**src/rtl/fetch_pkg.sv**
```systemverilog
// fetch_pkg: shared definitions for the fetch sequencing controller.
//   - state_e      : controller states (IDLE, LOAD, RUN, DONE)
//   - OP_BZ/OP_JMP : opcode encodings held in the top three instruction bits
//   - *_DEF        : default widths for instruction, PC and branch offset
//   - is_halt()    : HALT is a JMP whose offset is zero (jump-to-self)
package fetch_pkg;

    localparam int INSTR_W_DEF = 9;
    localparam int PC_W_DEF    = 8;
    localparam int OFF_W_DEF   = 6;

    localparam logic [2:0] OP_BZ  = 3'b111;
    localparam logic [2:0] OP_JMP = 3'b110;

    typedef enum logic [1:0] {
        IDLE = 2'd0,
        LOAD = 2'd1,
        RUN  = 2'd2,
        DONE = 2'd3
    } state_e;

    // Takes the opcode and a "offset field is zero" flag so it works for
    // any offset width.
    function automatic logic is_halt(input logic [2:0] op, input logic off_is_zero);
        return (op == OP_JMP) && off_is_zero;
    endfunction

endpackage

```
**src/rtl/branch_decide.sv**
```systemverilog
// branch_decide: combinational instruction decode for the fetch controller.
// Ports:
//   instr_i     in  INSTR_W  instruction at the current PC
//   zero_flag_i in  1        registered architectural zero flag
//   branch_o    out 1        taken branch (JMP, or BZ with flag set); never on HALT
//   offset_o    out OFF_W    instr_i[OFF_W-1:0], passed through unconditionally
//   halt_o      out 1        instruction is HALT
module branch_decide
    import fetch_pkg::*;
#(
    parameter int INSTR_W = INSTR_W_DEF,
    parameter int OFF_W   = OFF_W_DEF
) (
    input  logic [INSTR_W-1:0] instr_i,
    input  logic               zero_flag_i,
    output logic               branch_o,
    output logic [OFF_W-1:0]   offset_o,
    output logic               halt_o
);

    logic [2:0] op;

    assign op       = instr_i[INSTR_W-1 -: 3];
    assign offset_o = instr_i[OFF_W-1:0];
    assign halt_o   = is_halt(op, offset_o == '0);
    // HALT is encoded as a JMP but must not request a branch.
    assign branch_o = !halt_o && ((op == OP_JMP) || ((op == OP_BZ) && zero_flag_i));

endmodule

```
**src/rtl/fetch_ctrl.sv**
```systemverilog
// fetch_ctrl: sequencing controller driving the fetch unit's PC controls.
// Sequence: IDLE --Go--> LOAD (Start pulse) --> RUN (branch decisions,
// watchdog) --HALT/timeout--> DONE (held until Go drops) --> IDLE.
// Handshake: Go is a level; it is accepted in IDLE, ignored in LOAD/RUN,
// and in DONE it must be seen low before the controller returns to IDLE.
// Ports:
//   CLK, Reset            clock, synchronous active-high reset
//   Go, Go_Addr           run request and program start address
//   Instr                 instruction at the current PC
//   Alu_Zero, Zero_We     zero-flag write data and enable (any state)
//   Start, Start_Addr     load PC from Start_Addr (one LOAD cycle)
//   Branch, Offset        PC <= PC + Offset when Branch (RUN only)
//   Done, Timeout         program finished; finish caused by watchdog
//   Zero_Flag             current zero flag
// Optional (macro FETCH_CTRL_PERF_EN):
//   Cycle_Count, Branch_Count  RUN cycles / taken branches of last program,
//                              cleared in LOAD, saturating at 16'hFFFF
module fetch_ctrl
    import fetch_pkg::*;
#(
    parameter int INSTR_W    = INSTR_W_DEF,
    parameter int PC_W       = PC_W_DEF,
    parameter int OFF_W      = OFF_W_DEF,
    parameter int MAX_CYCLES = 4096
) (
    input  logic               CLK,
    input  logic               Reset,
    input  logic               Go,
    input  logic [PC_W-1:0]    Go_Addr,
    input  logic [INSTR_W-1:0] Instr,
    input  logic               Alu_Zero,
    input  logic               Zero_We,
    output logic               Start,
    output logic [PC_W-1:0]    Start_Addr,
    output logic               Branch,
    output logic [OFF_W-1:0]   Offset,
    output logic               Done,
    output logic               Timeout,
`ifdef FETCH_CTRL_PERF_EN
    output logic [15:0]        Cycle_Count,
    output logic [15:0]        Branch_Count,
`endif
    output logic               Zero_Flag
);

    localparam int               CNT_W    = $clog2(MAX_CYCLES);
    localparam logic [CNT_W-1:0] CNT_LAST = CNT_W'(MAX_CYCLES - 1);

    state_e            state_q;
    logic              start_q;
    logic [PC_W-1:0]   start_addr_q;
    logic              done_q;
    logic              timeout_q;
    logic              zero_q;
    logic [CNT_W-1:0]  cnt_q;

    logic              dec_branch;
    logic              dec_halt;

`ifdef FETCH_CTRL_PERF_EN
    logic [15:0]       cyc_cnt_q;
    logic [15:0]       br_cnt_q;
`endif

    branch_decide #(
        .INSTR_W (INSTR_W),
        .OFF_W   (OFF_W)
    ) u_branch_decide (
        .instr_i     (Instr),
        .zero_flag_i (zero_q),
        .branch_o    (dec_branch),
        .offset_o    (Offset),
        .halt_o      (dec_halt)
    );

    // Branch reflects the current instruction and the old flag; only live in RUN.
    assign Branch     = (state_q == RUN) && dec_branch;
    assign Start      = start_q;
    assign Start_Addr = start_addr_q;
    assign Done       = done_q;
    assign Timeout    = timeout_q;
    assign Zero_Flag  = zero_q;

    always_ff @(posedge CLK) begin
        if (Reset) begin
            state_q      <= IDLE;
            start_q      <= 1'b0;
            start_addr_q <= '0;
            done_q       <= 1'b0;
            timeout_q    <= 1'b0;
            zero_q       <= 1'b0;
            cnt_q        <= '0;
`ifdef FETCH_CTRL_PERF_EN
            cyc_cnt_q    <= '0;
            br_cnt_q     <= '0;
`endif
        end else begin
            if (Zero_We) begin
                zero_q <= Alu_Zero;
            end

            case (state_q)
                IDLE: begin
                    done_q    <= 1'b0;
                    timeout_q <= 1'b0;
                    if (Go) begin
                        state_q      <= LOAD;
                        start_addr_q <= Go_Addr;
                        start_q      <= 1'b1;
                    end
                end

                LOAD: begin
                    start_q <= 1'b0;
                    cnt_q   <= '0;
                    state_q <= RUN;
`ifdef FETCH_CTRL_PERF_EN
                    cyc_cnt_q <= '0;
                    br_cnt_q  <= '0;
`endif
                end

                RUN: begin
`ifdef FETCH_CTRL_PERF_EN
                    if (cyc_cnt_q != 16'hFFFF) cyc_cnt_q <= cyc_cnt_q + 16'd1;
                    if (dec_branch && (br_cnt_q != 16'hFFFF)) br_cnt_q <= br_cnt_q + 16'd1;
`endif
                    // HALT has priority over the watchdog on the same cycle.
                    if (dec_halt) begin
                        state_q <= DONE;
                        done_q  <= 1'b1;
                    end else if (cnt_q == CNT_LAST) begin
                        state_q   <= DONE;
                        done_q    <= 1'b1;
                        timeout_q <= 1'b1;
                    end else begin
                        // Only advanced while staying in RUN, so it never wraps.
                        cnt_q <= cnt_q + CNT_W'(1);
                    end
                end

                DONE: begin
                    if (!Go) begin
                        state_q   <= IDLE;
                        done_q    <= 1'b0;
                        timeout_q <= 1'b0;
                    end
                end

                default: state_q <= IDLE;
            endcase
        end
    end

`ifdef FETCH_CTRL_PERF_EN
    assign Cycle_Count  = cyc_cnt_q;
    assign Branch_Count = br_cnt_q;
`endif

endmodule

```
**config.mk**
```make
export PLATFORM = sky130hd
export DESIGN_NAME = fetch_ctrl
export DESIGN_NICKNAME = d
export VERILOG_FILES = /design/src/rtl/fetch_pkg.sv /design/src/rtl/branch_decide.sv /design/src/rtl/fetch_ctrl.sv
export SDC_FILE = /design/constraint.sdc
export NUM_CORES = 1
export LEC_CHECK = 0
export ABC_AREA = 1
export CAP_MARGIN = 20
export CORE_AREA = 2 2 50 71
export CTS_CLUSTER_DIAMETER = 120
export DETAILED_ROUTE_END_ITERATION = 6
export DIE_AREA = 0 0 52 73
export PLACE_DENSITY = 0.77
export SYNTH_ARGS = -nofsm -noshare
export SYNTH_HDL_FRONTEND = slang
export SYNTH_SLANG_ARGS = --single-unit
```
**constraint.sdc**
```tcl
create_clock -name CLK -period 2 [get_ports CLK]
set_clock_uncertainty 0.1 [all_clocks]
set_input_delay 0.4 -clock CLK [delete_from_list [all_inputs] [get_ports CLK]]
set_output_delay 0.4 -clock CLK [all_outputs]
set_load 0.005 [all_outputs]
```
==> flow_summary.ini <==
[outcome]
status = completed

[global_routing]
globalRouteMet1Util_pct = 21.0
grt_busiest_layer = met2
grt_start_max_net_pins = 17
met2_usage_pct = 36.0
antenna_found_initial = 0
gr-total-overflow = 0
grt_use_met3_pct = 3.69
grt_first_pass_wirelength_um = 5770
grt_pass1_vias = 1430
grt_usage_pct = 19.5

[clock_network]
cts_buffers = 3
h-tree-depth = 1
post_cts_buffers = 0
clock_sink_count = 26
clkLatencyLatePin_ns = 0.27
cts_tree = done
postCtsHoldBufs = 0
cts_root_buf = clkbuf_8
clkTransAtPathRegs_ns = 0.09
clk_path_buf_depth = 2

[sta]
finalSetupViolCount = 0
fmax_ghz = 0.528
rsz0062_at_grt = false
slew_headroom_pct = 72.8
worstMarginPinSlew_ns = 0.408
whs_ns = 0.356
min_period_ns = 1.89
hold_violations = 0
final.setup.tns_ns = 0
setup_ws_ns = 0.106
slew_viol_final = 0
fin_crit_sh_pct = 94.7

[min_path]
hp-class = reg2reg

[final_layout]
finish.instance_area_um2 = 1990
fill_cells = 306
diodes = 0
fin_cells = 302
drive_gt1_share_pct = 10.7
fin_nets = 290
finish.utilization_pct = 61.7
area_delta_synth_final_pct = 38.0

[logic_synthesis]
syn_area_um2 = 1440
ys.warnings.count = 0
synth_top_area_cell = dfxtp_1
yosys-top-cells-area = dfxtp_1, nor2_1, nand2_1
ys.flop_type = dfxtp_1
synthesis.nets = 243
synthArstFlopShare_pct = 0
ys_ff_latch = 26
avgSynthCellArea_um2 = 6.67
synth_top_area_share_pct = 36.1
seq_area_frac_synth_pct = 36.1
synth_edf_count = 0
netlist_instances = 216
synthTopCellsByCount = nor2_1, nand2_1, dfxtp_1
synth_most_common_cell = nor2_1
synth.distinct_cells = 23

[die]
rows = 25
ioPinCount = 41
die_h_um = 73
die_w_um = 52
start_util_pct = 44.7
core_area_um2 = 3220
dieArea_um2 = 3800

[routing]
ant_nets = 0
drt-total-wl_um = 3250
dr.pass1.iters = 5
drt_iter0_markers = 28
drc = 0
viasPerCell = 4.75
vias = 1434
wl_per_cell_um = 10.8

[placed_design]
port_buffers = 40
hpwl_um = 2500
gp_congestion = 0.798
pre_cts_ws_ns = -0.269
placed_area_um2 = 1910
dpl.cell_count = 298

[critical_path]
worstPathRequired_ns = 1.50
cp_max_fo = 2
critPathArrivalTime_ns = 1.39
cp-end-kind = output pin
slowest_delay_ns = 0.52
start_kind = primary input
crit_chain = clkdlybuf4s50_1, clkdlybuf4s50_1
slowest_stage = clkdlybuf4s50_1
path_common_cell = clkdlybuf4s50_1
path_delay_family = buffers and inverters
path_class = in2out
cp_num_buf_inv = 2

[pwr]
ir_worst_vdd_mv = 0.847
p_leak_nw = 0.789
powerDensity_nw_per_um2 = 969
power_mw = 1.93

[flow_run]
drv_cap = 0
==> cells by family (layout without fill, tap and decap cells) <==
kind of cell             after synthesis  in the layout  synth area share, %
flip-flops                            26             26                 36.1
AO/OA/AOI/OAI                         31             31                 11.5
AND/OR/NAND/NOR                      119            119                 35.6
adder cells (fa/ha/maj)                5              5                 4.34
XOR/XNOR                               2              2                 1.22
buffers and inverters                 33             79                 11.2
==> path summary, 6_finish.rpt <==
path	start	slack (ns)	cells past startpoint	to
hold reg to reg	Timeout$_SDFFE_PP0P_	0.36	2	Timeout$_SDFFE_PP0P_
setup / recovery	Instr[2]	0.11	2	Offset[2]
setup reg to reg	state_q[0]$_SDFFE_PP0P_	0.33	9	cnt_q[11]$_SDFFE_PP0P_
hold / removal	Timeout$_SDFFE_PP0P_	0.36	2	Timeout$_SDFFE_PP0P_
==> worst register-to-register path, stage by stage (launching register included) <==
cell and delay [ns]:
dfxtp_1 0.39, inv_1 0.08, ha_1 0.21, inv_1 0.10
buf_4 0.20, nand2_1 0.13, nand2_4 0.18, nand2_1 0.07
nand2_1 0.05, nor2_1 0.05
==> cell usage in the layout, fill, tap and decap left out <==
cell type        netlist  routed
ha_1                   5       5
clkdlybuf4s50_1        0      39
xor2_1                 1       1
clkinv_1               1       1
nand3_1               14      14
bufinv_16              0       1
xnor2_1                1       1
dfxtp_1               26      26
buf_4                  6      13
a21boi_0               1       1
nor3_1                 2       2
clkbuf_8               0       3
nor2_4                 2       2
nand2_1               45      45
inv_1                 20      20
nor2_1                47      46
a21oi_1               16      15
nand3_2                2       2
nor2_2                 0       1
a21oi_2                2       3
nand3b_1               1       1
clkbuf_2               0       1
nand4_1                5       5
nand2_4                0       1
o21ai_0               12      12
inv_2                  1       1
==> sequential cells by signal, summed over array words and instances, names as in the netlist <==
signal      cells
cnt_q          12
Start_Addr      8
state_q         2
Done            1
Start           1
Timeout         1
Zero_Flag       1
==> layer usage <==
layer / vias to the layer above / share of wire, %
met5: - / 0
met4: 0 / 0.65
met2: 22 / 54
met1: 636 / 41
li1: 774 / -
met3: 2 / 4.1
==> area by class of cell <==
cell class                      count  area [um2]  area share (%)
Tap cell                           40        50.0            2.52
Sequential cell                    26         520            26.2
Timing Repair Buffer               53         493            24.8
Clock buffer                        3        41.3            2.08
Inverter                           22        82.6            4.16
Clock inverter                      1        30.0            1.51
Multi-Input combinational cell    157         769            38.7
==> repair_timing <==
action / in CTS / in global routing
resized for setup: 1 / 5
endpoints found under the setup margin: 1 / 2
pin swaps: 0 / 1
==> where the power goes <==
part	switching (mW)	internal, mW
Sequential	0.0523	0.604
Combinational	0.467	0.372
Clock	0.163	0.268
Total	0.682	1.24
Note: power is estimated with default switching activity, not from simulation.
